$ cat src/rtl/pong_vga_timing_if.sv
// pong_vga_timing_if
// Raster timing bundle from the VGA timing generator to the pong render logic.
//   pix_stb     : pixel-advance strobe
//   hpos, vpos  : current column / line (10 bits each)
//   hsync/vsync : sync pulses, polarity set by the generator
//   display_on  : (hpos,vpos) lies in the visible area
//   line_end    : one-cycle pulse on the last pixel of a line
//   frame_end   : one-cycle pulse on the last pixel of a frame
//   frame_count : completed-frame counter, wraps at 256
// Modports: master = timing generator, slave = consumer.
interface pong_vga_timing_if;
  logic       pix_stb;
  logic [9:0] hpos;
  logic [9:0] vpos;
  logic       hsync;
  logic       vsync;
  logic       display_on;
  logic       line_end;
  logic       frame_end;
  logic [7:0] frame_count;

  modport master (
    output pix_stb, hpos, vpos, hsync, vsync, display_on,
           line_end, frame_end, frame_count
  );

  modport slave (
    input  pix_stb, hpos, vpos, hsync, vsync, display_on,
           line_end, frame_end, frame_count
  );
endinterface

$ cat src/rtl/pong_vga_timing.sv
// pong_vga_timing
// VGA raster timing generator for the pong core: position counters, sync
// pulses, display-active flag, line/frame strobes and a frame counter.
// Ports:
//   clk   : system clock
//   rst_n : synchronous active-low reset
//   ena   : enable; low freezes all timing state and silences the strobes
//   vga   : pong_vga_timing_if.master, all timing outputs
// H_TOTAL and V_TOTAL must fit in 10 bits; CLK_DIV must be >= 1.
module pong_vga_timing #(
  parameter int H_DISPLAY        = 640,
  parameter int H_FRONT          = 16,
  parameter int H_SYNC           = 96,
  parameter int H_BACK           = 48,
  parameter int V_DISPLAY        = 480,
  parameter int V_FRONT          = 10,
  parameter int V_SYNC           = 2,
  parameter int V_BACK           = 33,
  parameter int SYNC_ACTIVE_HIGH = 0,
  parameter int CLK_DIV          = 1
) (
  input  logic             clk,
  input  logic             rst_n,
  input  logic             ena,
  pong_vga_timing_if.master vga
);

  localparam int H_TOTAL = H_DISPLAY + H_FRONT + H_SYNC + H_BACK;
  localparam int V_TOTAL = V_DISPLAY + V_FRONT + V_SYNC + V_BACK;
  localparam int PW      = (CLK_DIV > 1) ? $clog2(CLK_DIV) : 1;

  localparam logic [9:0]    H_LAST     = 10'(H_TOTAL - 1);
  localparam logic [9:0]    V_LAST     = 10'(V_TOTAL - 1);
  localparam logic [9:0]    H_VIS      = 10'(H_DISPLAY);
  localparam logic [9:0]    V_VIS      = 10'(V_DISPLAY);
  localparam logic [9:0]    HS_START   = 10'(H_DISPLAY + H_FRONT);
  localparam logic [9:0]    HS_END     = 10'(H_DISPLAY + H_FRONT + H_SYNC);
  localparam logic [9:0]    VS_START   = 10'(V_DISPLAY + V_FRONT);
  localparam logic [9:0]    VS_END     = 10'(V_DISPLAY + V_FRONT + V_SYNC);
  localparam logic [PW-1:0] PRESC_LAST = PW'(CLK_DIV - 1);
  localparam logic          SYNC_ACT   = (SYNC_ACTIVE_HIGH != 0) ? 1'b1 : 1'b0;

  logic [PW-1:0] presc_reg, presc_next;
  logic [9:0]    hpos_reg, hpos_next;
  logic [9:0]    vpos_reg, vpos_next;
  logic [7:0]    frame_count_reg, frame_count_next;
  logic          pix_stb_reg, pix_stb_next;
  logic          line_end_reg, line_end_next;
  logic          frame_end_reg, frame_end_next;
  logic          hsync_reg, hsync_next;
  logic          vsync_reg, vsync_next;
  logic          display_on_reg, display_on_next;
  logic          hs_window, vs_window;

  // Next-state counters. With ena low everything holds and no strobe is made.
  always_comb begin
    presc_next       = presc_reg;
    pix_stb_next     = 1'b0;
    hpos_next        = hpos_reg;
    vpos_next        = vpos_reg;
    frame_count_next = frame_count_reg;
    if (ena) begin
      pix_stb_next = (presc_reg == PRESC_LAST);
      presc_next   = pix_stb_next ? '0 : presc_reg + PW'(1);
      if (pix_stb_next) begin
        if (hpos_reg == H_LAST) begin
          hpos_next = '0;
          if (vpos_reg == V_LAST) begin
            vpos_next = '0;
            // Frame counted as the raster returns to (0,0).
            frame_count_next = frame_count_reg + 8'd1;
          end else begin
            vpos_next = vpos_reg + 10'd1;
          end
        end else begin
          hpos_next = hpos_reg + 10'd1;
        end
      end
    end
  end

  // Decode from the next-state position so the registered sync/blank flags
  // line up with the registered position in the same cycle.
  always_comb begin
    hs_window       = (hpos_next >= HS_START) && (hpos_next < HS_END);
    vs_window       = (vpos_next >= VS_START) && (vpos_next < VS_END);
    hsync_next      = hs_window ? SYNC_ACT : ~SYNC_ACT;
    vsync_next      = vs_window ? SYNC_ACT : ~SYNC_ACT;
    display_on_next = (hpos_next < H_VIS) && (vpos_next < V_VIS);
    line_end_next   = pix_stb_next && (hpos_next == H_LAST);
    frame_end_next  = line_end_next && (vpos_next == V_LAST);
  end

  always_ff @(posedge clk) begin
    if (!rst_n) begin
      presc_reg       <= '0;
      hpos_reg        <= '0;
      vpos_reg        <= '0;
      frame_count_reg <= '0;
      pix_stb_reg     <= 1'b0;
      line_end_reg    <= 1'b0;
      frame_end_reg   <= 1'b0;
      hsync_reg       <= ~SYNC_ACT;
      vsync_reg       <= ~SYNC_ACT;
      display_on_reg  <= 1'b1;
    end else begin
      presc_reg       <= presc_next;
      hpos_reg        <= hpos_next;
      vpos_reg        <= vpos_next;
      frame_count_reg <= frame_count_next;
      pix_stb_reg     <= pix_stb_next;
      line_end_reg    <= line_end_next;
      frame_end_reg   <= frame_end_next;
      hsync_reg       <= hsync_next;
      vsync_reg       <= vsync_next;
      display_on_reg  <= display_on_next;
    end
  end

  // Strobes are also masked by ena so they drop in the same cycle ena falls,
  // not one edge later; consumers never see a strobe for a frozen position.
  assign vga.pix_stb     = pix_stb_reg & ena;
  assign vga.line_end    = line_end_reg & ena;
  assign vga.frame_end   = frame_end_reg & ena;
  assign vga.hpos        = hpos_reg;
  assign vga.vpos        = vpos_reg;
  assign vga.hsync       = hsync_reg;
  assign vga.vsync       = vsync_reg;
  assign vga.display_on  = display_on_reg;
  assign vga.frame_count = frame_count_reg;

endmodule

$ cat src/flat_wrapper.sv
// flat-port wrapper written by rule: the top's interface ports become plain ports
module pong_vga_timing_flat 
#(
  parameter int H_DISPLAY        = 640,
  parameter int H_FRONT          = 16,
  parameter int H_SYNC           = 96,
  parameter int H_BACK           = 48,
  parameter int V_DISPLAY        = 480,
  parameter int V_FRONT          = 10,
  parameter int V_SYNC           = 2,
  parameter int V_BACK           = 33,
  parameter int SYNC_ACTIVE_HIGH = 0,
  parameter int CLK_DIV          = 1
)
  (clk, rst_n, ena, vga_pix_stb, vga_hpos, vga_vpos, vga_hsync, vga_vsync, vga_display_on, vga_line_end, vga_frame_end, vga_frame_count);
  pong_vga_timing_if vga_i ();
  input  logic clk;
  input  logic rst_n;
  input  logic ena;
  output wire logic [$bits(vga_i.pix_stb)-1:0] vga_pix_stb;
  output wire logic [$bits(vga_i.hpos)-1:0] vga_hpos;
  output wire logic [$bits(vga_i.vpos)-1:0] vga_vpos;
  output wire logic [$bits(vga_i.hsync)-1:0] vga_hsync;
  output wire logic [$bits(vga_i.vsync)-1:0] vga_vsync;
  output wire logic [$bits(vga_i.display_on)-1:0] vga_display_on;
  output wire logic [$bits(vga_i.line_end)-1:0] vga_line_end;
  output wire logic [$bits(vga_i.frame_end)-1:0] vga_frame_end;
  output wire logic [$bits(vga_i.frame_count)-1:0] vga_frame_count;
  assign vga_pix_stb = vga_i.pix_stb;
  assign vga_hpos = vga_i.hpos;
  assign vga_vpos = vga_i.vpos;
  assign vga_hsync = vga_i.hsync;
  assign vga_vsync = vga_i.vsync;
  assign vga_display_on = vga_i.display_on;
  assign vga_line_end = vga_i.line_end;
  assign vga_frame_end = vga_i.frame_end;
  assign vga_frame_count = vga_i.frame_count;
  pong_vga_timing #(.H_DISPLAY(H_DISPLAY), .H_FRONT(H_FRONT), .H_SYNC(H_SYNC), .H_BACK(H_BACK), .V_DISPLAY(V_DISPLAY), .V_FRONT(V_FRONT), .V_SYNC(V_SYNC), .V_BACK(V_BACK), .SYNC_ACTIVE_HIGH(SYNC_ACTIVE_HIGH), .CLK_DIV(CLK_DIV)) u_core (.clk(clk), .rst_n(rst_n), .ena(ena), .vga(vga_i));
endmodule
$ cat config.mk
export PLATFORM = sky130hd
export DESIGN_NAME = pong_vga_timing_flat
export DESIGN_NICKNAME = d
export VERILOG_FILES = /design/src/rtl/pong_vga_timing_if.sv /design/src/rtl/pong_vga_timing.sv /design/src/flat_wrapper.sv
export SDC_FILE = /design/constraint.sdc
export NUM_CORES = 1
export LEC_CHECK = 0
export ABC_AREA = 0
export BUFFER_PORTS_ARGS = -buffer_cell sky130_fd_sc_hd__buf_2
export CORE_MARGIN = 5
export CORE_UTILIZATION = 40
export CTS_BUF_LIST = sky130_fd_sc_hd__clkbuf_16
export DETAILED_ROUTE_END_ITERATION = 8
export GPL_ROUTABILITY_DRIVEN = 0
export SLEW_MARGIN = 5
export SYNTH_ARGS = -nofsm -noshare
export SYNTH_HDL_FRONTEND = slang
export SYNTH_SLANG_ARGS = --single-unit
$ cat constraint.sdc
create_clock -name clk -period 3.2 [get_ports clk]
set_input_delay 0.64 -clock clk [delete_from_list [all_inputs] [get_ports clk]]
set_output_delay 0.64 -clock clk [all_outputs]
set_load 0.03 [all_outputs]
Yosys cells after proc, flatten, opt, wreduce, memory -nomap -nowiden
Cells that the tools add are included. W data, S select, Z words.

Bits of input ports: 3. Register bits after elaboration: 35. Output and inout bits: 34.

$add $sub $neg: 4. Eq/ne operators: 4. Muxes and demuxes: 11. Reduce and logical (&&, ||, !) cells: 6. Bitwise logic cells: 4. Magnitude comparators: 6.

Operator list (count): $mux W10 (7); $eq A10 B10 Y1 const B (4); $add A10 B1 Y10 const B (2); $lt A10 B10 Y1 const B (2); $lt A10 B9 Y1 const B (2); $ge A10 B10 Y1 const B (1); $ge A10 B9 Y1 const B (1); $add A8 B1 Y8 const B (1); $logic_and A1 B1 Y1 (5); $mux W1 (4); $reduce_and A4 Y1 (1); $and A1 B1 Y1 (3); $add A1 B1 Y1 const B (1); $not A1 Y1 (1).

Logic depth before layout (Yosys ltp)
Gate-level depths: netlist of the first run.

Depth after elaboration: 8. Mapped depth: 9. Depth with buffers taken out: 8.

Worst setup path after synthesis of the first run
Ideal clock, no wire load.

Path type: reg2reg. Start point: register u_core.hpos_reg[0], in the netlist u_core.vga.hpos[0]. End point: register u_core.frame_end_reg. Data required time: 3.097 ns. Path slack: 0.613 ns. Arrival time: 2.484 ns. Path buffers: 0. Clock period less this slack: 2.587 ns. Cell stages (with the launch flop): 8. Cell sequence: dfxtp_1 -> ha_1 -> and4_4 -> nand3_4 -> or4b_4 -> a2111oi_4 -> nand4b_1 -> a2111oi_2.

Longest elaborated chain between the ends: 7. Elaborated cells between the ends (all ways): 12.

RTL lines: from (decl) (RTL line pong_vga_timing.sv:44) `logic [9:0] hpos_reg, hpos_next;`; from (signal assigned) (RTL line pong_vga_timing.sv:108) `hpos_reg <= hpos_next;`; $add A10 B1 Y10 / $eq A10 B10 Y1 (equally long branches) (RTL line pong_vga_timing.sv:76, pong_vga_timing.sv:66); $mux W10 (RTL line pong_vga_timing.sv:66) `if (hpos_reg == H_LAST) begin`; $mux W10 (RTL line pong_vga_timing.sv:65) `if (pix_stb_next) begin`; $mux W10 (RTL line pong_vga_timing.sv:62) `if (ena) begin`; $eq A10 B10 Y1 (RTL line pong_vga_timing.sv:90) `line_end_next = pix_stb_next && (hpos_next == H_LAST);`; $logic_and A1 B1 Y1 (RTL line pong_vga_timing.sv:90); $logic_and A1 B1 Y1 (*) (RTL line pong_vga_timing.sv:91) `frame_end_next = line_end_next && (vpos_next == V_LAST);`; to (signal assigned) (RTL line pong_vga_timing.sv:113) `frame_end_reg <= frame_end_next;`; to (decl) (RTL line pong_vga_timing.sv:49) `logic frame_end_reg, frame_end_next;`.

Mark *: on every way between the ends. The rest lies on a longest branch, timed or not. A chain may end at the register's enable or synchronous reset.

Final worst setup path of the first run
Start point: register u_core.hpos_reg[5], in the netlist u_core.vga.hpos[5]. End point: register u_core.frame_end_reg.

The elaborated chain is that of the path after synthesis.

==> results.yml, run 1 <==
outcome:
  outcome: "finished clean"
synthesis:
  synth_warnings: 0
  syn_area_sq_um: 1910
  yosysSeqAreaShare_pct: 35.6
  syn-num-nets: 234
  avgSynthCellArea_sq_um: 8.41
  ys.flop_type: "dfxtp_1"
  synthArstFlopShare_pct: 0
  synth_cell_types: 51
  synth_edf_count: 0
  synth-seq-cells: 34
  synth_cells: 227
final_layout:
  fin_nets: 266
  drive_above_1_share_pct: 21.5
  area_growth_pct: 17.8
  antenna_cells: 0
  fin_area_sq_um: 2250
  layout_common_cells: "buf_2, dfxtp_1, nor2_1"
  mostFrequentLayoutCell: "buf_2"
route:
  dr.pass1.iters: 4
  drc: 0
  drtIter0Drc: 85
  wl_um: 4780
  wire_per_inst_um: 15.2
  postRouteAntennaNets: 0
  viasPerCell: 5.68
  vias: 1782
floorplan:
  dieArea_sq_um: 6260
  start_util_pct: 40.7
  rows: 25
  die_h_um: 79.1
  die_w_um: 79.1
  core_sq_um: 4690
  io_pins: 37
worst_setup_path:
  criticalPathCategory: "flop to flop"
  startpoint_type: "flop"
  cp_data_arrival_time_ns: 2.78
  endpoint_kind: "flop"
  r2r_cells: 6
  crit_required_ns: 3.38
  critPathMaxFanout: 11
global_routing:
  grt_max_degree: 16
  antenna_found_initial: 0
  grt_pass1_wl_um: 8310
  grt_usage_pct: 16.9
  grt-ovfl-total: 0
  grt_pass1_vias: 1700
power_and_ir_drop:
  ir_drop_mv: 0.212
  powerDensity_nw_per_um2: 419
  p_leak_nw: 0.891
timing:
  fin_crit_ns: 2.60
  setup_viol: 0
  fmax_mhz: 385
  rsz0062_at_grt: "false"
  finalHoldViolCount: 0
  relSlewSlack_pct: 44.8
  fin_skew_ns: 0.00429
  worstMarginPinSlew_ns: 0.821
  setup_tns_ns: 0
  whs_ns: 0.506
  timing.final.crit_share_pct: 81.2
  final_max_slew_viol_count: 0
place:
  dp_hpwl_um: 3490
  postPlaceCellArea_sq_um: 2110
  placement.io_buffers: 36
cts:
  cts_sinks: 34
  clock-root-buffer: "clkbuf_16"
  numCtsBuffers: 5
  htree_levels: 2
  post_cts_buffers: 0
  cts_tree: "done"
  cts_buffer_depth: 2
  clk_pin_slew_worst_paths_ns: 0.06
  clock_latency_ns: 0.28
  cts_hold_buf: 0
  ctsResizeCount: 0
worst_hold_path:
  hold_path_depth: 2
  min_path_type: "flop to flop"
flow_run:
  drv_cap: 0
==> through the flow <==
step                setup WS [ns]  cells  utilization [%]  total power [mW]
floorplan                   0.613    227                -             0.473
global placement            0.557    306             44.9             0.487
detailed placement          0.517    306             44.9             0.487
CTS                         0.595    314             47.9             0.959
global route                0.378    314             47.9             0.984
finish                      0.603    314             47.9             0.943
==> cells by family after synthesis <==
| group | after synthesis | synth area share, % |
|---|---|---|
| xor+xnor | 15 | 6.88 |
| simple gates | 104 | 31.5 |
| fa+ha+maj | 4 | 2.62 |
| mux | 1 | 0.524 |
| flops | 34 | 35.6 |
| buf+inv | 24 | 5.57 |
| compound gates | 45 | 17.2 |
==> power breakdown <==
part	switching [mW]	leakage, nW	total [mW]	internal (mW)
Combinational	0.0309	0.549	0.0449	0.0140
Sequential	0.00549	0.275	0.433	0.427
Clock	0.182	0.0672	0.465	0.284
==> per-layer routing <==
layer	GRT usage (%)	vias to the layer above	wire length [um]
li1	-	901	-
met1	23.9	809	2330
met2	24.1	61	2020
met3	4.08	11	317
met4	7.39	0	108
met5	0	-	0
==> worst max-delay path, cell delays in order (launching register included) <==
cell       delay [ns]
dfxtp_1          0.43
or4b_4           0.61
nor4_4           0.48
nand3_1          0.17
xor2_1           0.30
o211ai_1         0.16
a2111oi_2        0.34
==> worst paths after layout <==
path / slack (ns) / start / end
max: 0.60 / u_core.vga.hpos[5] / u_core.frame_end_reg
min: 0.51 / u_core.vga.frame_count[7] / u_core.vga.frame_count[7]
max reg2reg: 0.60 / u_core.vga.hpos[5] / u_core.frame_end_reg
min reg2reg: 0.51 / u_core.vga.frame_count[7] / u_core.vga.frame_count[7]
==> cell type report <==
type	instances	area (sq um)
timing repair buffer	38	195
multi-input combinational	169	1120
clock inverter	3	16.3
clock buffer	5	125
sequential	34	681
inverter	11	41.3
tap	54	67.6
fill	474	2440
==> cells in the mapped netlist (all sizes together), types with 2 or more instances <==
cell type	number	area (sq um)
a2111oi	4	66.3
a21oi	13	65.1
a31oi	2	12.5
and2	5	31.3
and3	5	31.3
and4	2	20.0
buf	4	31.3
clkbuf	9	33.8
dfxtp	34	681
ha	4	50.1
inv	10	37.5
nand2	14	52.6
nand3	14	82.6
nand3b	2	15.0
nand4	15	93.8
nand4b	2	17.5
nor2	23	88.8
nor3	8	40.0
nor4	5	46.3
o211ai	4	30.0
o21ai	8	40.0
o31a	2	17.5
o31ai	2	15.0
or3	3	18.8
or4	2	15.0
or4b	2	27.5
xnor2	5	43.8
xor2	10	87.6
(Power assumes the default switching activity.)
==> run 2: changes to the inputs <==
Clock period 3.2 ns to 2.4 ns, I/O delays scaled along.
==> run 2 against run 1 <==
Against the previous run: register-to-register slack got worse by 0.49 ns; critical path depth increased by 1; sequential share of layout area decreased by 2.5 points; hold slack got worse by 0.032 ns; non-clock buffer count is 27 higher; clock power is 37% higher; maximum frequency grew 14%; die area unchanged; sequential power increased by 33%; critical path type unchanged; critical endpoint unchanged; largest cell class unchanged; highest routed layer unchanged.
==> results.yml, run 2 (same netlist as run 1, synthesis figures left out) <==
timing:
  fin_crit_ns: 2.28
  relSlewSlack_pct: 53.5
  fmax_mhz: 438
  timing.final.crit_share_pct: 95.2
  fin_skew_ns: 0.00596
  rsz0062_at_grt: "true"
  final_max_slew_viol_count: 0
  setup_viol: 0
  worstMarginPinSlew_ns: 0.692
  finalHoldViolCount: 0
place:
  dp_hpwl_um: 3910
  placed_cells: 333
  placement.io_buffers: 36
floorplan:
  core_sq_um: 4690
  dieArea_sq_um: 6260
  io_pins: 37
  die_w_um: 79.1
  die_h_um: 79.1
  start_util_pct: 40.7
  rows: 25
route:
  drc: 0
  postRouteAntennaNets: 0
  viasPerCell: 5.60
  wire_per_inst_um: 15.3
  dr.pass1.iters: 4
  wl_um: 5230
  vias: 1908
  drtIter0Drc: 75
final_layout:
  layout_common_cells: "buf_2, buf_4, dfxtp_1"
  fin_nets: 293
  drive_above_1_share_pct: 32.1
  mostFrequentLayoutCell: "buf_2"
  instances_no_fill: 341
  area_growth_pct: 29.8
  antenna_cells: 0
worst_setup_path:
  endpoint_kind: "flop"
  r2r_cells: 7
  startpoint_type: "flop"
  criticalPathCategory: "flop to flop"
  crit_required_ns: 2.57
  critPathMaxFanout: 5
  cp_data_arrival_time_ns: 2.46
cts:
  clock_latency_ns: 0.28
  clock-root-buffer: "clkbuf_16"
  numCtsBuffers: 5
  cts_sinks: 34
  post_cts_buffers: 0
  ctsResizeCount: 0
  clk_pin_slew_worst_paths_ns: 0.06
  htree_levels: 2
  cts_tree: "done"
  cts_buffer_depth: 2
  cts_hold_buf: 0
worst_hold_path:
  hold_path_depth: 2
  min_path_type: "input port to flop"
power_and_ir_drop:
  power.share.clock_pct: 49.6
  powerDensity_nw_per_um2: 518
  total_power_mw: 1.29
  netSwitchingFraction_pct: 23.6
  pwr-share-seq_pct: 44.7
  power.internal_uw: 981
  power.share.combinational_pct: 5.7
  p_switching_uw: 304
  ir_drop_mv: 0.288
  p_leak_nw: 1.03
flow_run:
  drv_cap: 0
outcome:
  outcome: "finished clean"
global_routing:
  grt_pass1_vias: 1816
  grt_max_degree: 27
  grt_usage_pct: 17.3
  antenna_found_initial: 0
  grt_pass1_wl_um: 8500
  grt-ovfl-total: 0
[run 2: power by group through the flow]
| stage | registers, mW | logic [mW] | clock network (mW) |
|---|---|---|---|
| after floorplan | 0.596 | 0.0345 | 0 |
| after global placement | 0.586 | 0.0742 | 0 |
| after detailed placement | 0.587 | 0.0737 | 0 |
| after CTS | 0.574 | 0.0740 | 0.648 |
| after global routing | 0.575 | 0.0793 | 0.677 |
| final | 0.574 | 0.0735 | 0.637 |
[run 2: routing by layer]
metal / global-route usage [%] / up-vias / routed length, um
li1: - / 962 / -
met3: 4.31 / 11 / 289
met4: 7.22 / 0 / 127
met2: 28.1 / 67 / 2450
met5: 0 / - / 0
met1: 21.8 / 868 / 2360
[run 2: worst max-delay path: stages (launching register included)]
cell	delay, ns
dfxtp_2	0.32
ha_2	0.17
and4_4	0.27
nand3_4	0.10
or4b_4	0.51
a2111oi_4	0.33
nand4b_1	0.17
a2111oi_2	0.30
[run 2: worst paths after layout]
check	start	end	slack (ns)
worst max-delay path	u_core.vga.hpos[0]	u_core.frame_end_reg	0.12
worst min-delay path	rst_n	u_core.vga.hpos[4]	0.47
worst max register to register	u_core.vga.hpos[0]	u_core.frame_end_reg	0.12
worst min register to register	u_core.vga.frame_count[7]	u_core.vga.frame_count[7]	0.51
[run 2: metrics by stage]
stage	setup slack (ns)	setup TNS, ns	hold WS, ns	util [%]	area (sq um)
global route	-0.0271	-0.0340	0.478	52.8	2480
global placement	-0.0139	-0.0139	0.491	49.4	2320
finish	0.115	0	0.474	52.8	2480
CTS	0.0344	0	0.475	52.5	2460
detailed placement	-0.0335	-0.0335	0.507	49.4	2320
floorplan	-0.00833	-0.00833	0.562	-	1920
[run 2: layout make-up]
class                   count  area, sq um
fillers                   435         2210
multi-input cells         169         1140
flip-flops and latches     34          688
repair buffers             65          398
clock buffers               5          125
well taps                  54         67.6
inverters                  11         41.3
clock inverters             3         21.3
==> run 3: changes to the inputs <==
Settings changed: CTS_CLUSTER_DIAMETER set to 100.
Clock period 2.4 ns to 2.2 ns, I/O delays scaled along.
==> run 3 against run 2 <==
Against the previous run: via count increased by 2.6%; sequential share of layout area shrank 1.0 points; worst setup slack worse by 0.099 ns; sequential power rose by 8.7%; first-iteration DRC count rose by 32%; sequential cell count did not move; combinational power increased by 23%; wire length grew 5.0%; non-clock buffer count rose by 10; die area did not move; clock-buffer cell count is 1 higher; critical path type unchanged.
==> results.yml, run 3 (same netlist as run 1, synthesis figures left out) <==
route:
  drc: 0
  vias: 1958
  wire_per_inst_um: 15.6
  wl_um: 5490
  drtIter0Drc: 99
  postRouteAntennaNets: 0
  dr.pass1.iters: 4
  viasPerCell: 5.58
worst_setup_path:
  crit_chain: "or4b_4 > nor4_4 > nand3_1 > xor2_2 > o211ai_1 > a2111oi_2"
  cp_top_family: "simple AND/OR/NAND/NOR gates"
  startpoint_type: "flop"
  crit_required_ns: 2.38
  criticalPathCategory: "flop to flop"
  worstPathBufferInverterCount: 0
  critPathMaxFanout: 4
  cp_data_arrival_time_ns: 2.37
  slowest_stage: "or4b_4"
  max_stage_delay_ns: 0.56
  endpoint_kind: "flop"
worst_hold_path:
  min_path_type: "input port to flop"
final_layout:
  mostFrequentLayoutCell: "buf_4"
  area_growth_pct: 38.3
  fillerInstances: 435
  fin_area_sq_um: 2640
  fin_nets: 303
  drive_above_1_share_pct: 37.0
  layout_common_cells: "buf_4, buf_2, dfxtp_1"
  antenna_cells: 0
cts:
  cts_hold_buf: 0
  numCtsBuffers: 5
  cts_sinks: 34
  htree_levels: 2
  clock-root-buffer: "clkbuf_16"
  clock_latency_ns: 0.28
  clk_pin_slew_worst_paths_ns: 0.06
  cts_tree: "done"
  cts_buffer_depth: 2
floorplan:
  core_sq_um: 4690
  die_h_um: 79.1
  rows: 25
  start_util_pct: 40.7
  dieArea_sq_um: 6260
  io_pins: 37
  die_w_um: 79.1
power_and_ir_drop:
  ir_drop_mv: 0.352
  powerDensity_nw_per_um2: 605
  p_leak_nw: 1.10
timing:
  fmax_mhz: 458
  setup_tns_ns: 0
  final_max_slew_viol_count: 0
  fin_skew_ns: 0.00551
  worstMarginPinSlew_ns: 0.554
  rsz0062_at_grt: "true"
  fin_crit_ns: 2.18
  timing.final.crit_share_pct: 99.2
  finalHoldViolCount: 0
  setup_viol: 0
  relSlewSlack_pct: 62.8
global_routing:
  grt_usage_pct: 18.5
  antenna_found_initial: 0
  grt_pass1_vias: 1896
  grt-ovfl-total: 0
  grt_pass1_wl_um: 9250
  grt_max_degree: 22
place:
  dp_hpwl_um: 4070
  placement.io_buffers: 36
  postPlaceCellArea_sq_um: 2420
outcome:
  outcome: "finished clean"
flow_run:
  drv_cap: 0
==> run 3: cell types whose count changed in the layout (fill, tap and decap cells not counted), moves of 2 or more <==
cell / before / now
buf_4: 29 / 39
dfxtp_1: 28 / 22
dfxtp_4: 0 / 4
dfxtp_2: 6 / 8
nor2_2: 0 / 2
==> run 3: what timing repair did <==
action	in CTS	in global routing
setup buffers	0	1
pin swaps	0	1
endpoints found under the setup margin	1	3
cloned	0	0
resized for setup	1	2
==> run 3: metrics by stage <==
step / cells / worst slack, ns / util (%) / total power [mW] / hold slack [ns]
floorplan: 227 / -0.0288 / - / 0.687 / 0.549
global placement: 342 / 0.0513 / 51.5 / 0.728 / 0.490
detailed placement: 342 / 0.0110 / 51.5 / 0.728 / 0.517
CTS: 350 / 0.0175 / 55.7 / 1.61 / 0.447
global route: 351 / -0.147 / 56.3 / 1.65 / 0.479
finish: 351 / 0.0166 / 56.3 / 1.60 / 0.444
==> run 3: worst paths after layout <==
kind / startpoint / depth (start not counted) / slack [ns] / end
min: rst_n / 2 / 0.44 / u_core.vga.hpos[4]
min reg2reg: u_core.vga.frame_count[7] / 2 / 0.52 / u_core.vga.frame_count[7]
max reg2reg: u_core.vga.hpos[5] / 6 / 0.02 / u_core.frame_end_reg
max: u_core.vga.hpos[5] / 6 / 0.02 / u_core.frame_end_reg
==> run 3: cell type report <==
cell class                      count  area (sq um)  share of cell area (%)
Clock inverter                      2          38.8                    1.47
Sequential cell                    34           706                    26.7
Multi-Input combinational cell    169          1160                    44.1
Tap cell                           54          67.6                    2.56
Timing Repair Buffer               75           473                    17.9
Inverter                           11          41.3                    1.56
Clock buffer                        6           150                    5.68
==> run 3: routing by layer <==
metal | track usage [%] | share of wire [%] | vias up
li1 | - | - | 972
met1 | 24.3 | 45 | 909
met2 | 29.6 | 47 | 69
met3 | 3.74 | 6.6 | 8
met4 | 7.22 | 1.6 | 0
met5 | 0 | 0 | -
==> run 3: report_power, final <==
part	total (mW)	internal [mW]	switching [mW]
Sequential	0.624	0.619	0.00495
Combinational	0.0905	0.0362	0.0543
Clock	0.884	0.605	0.279
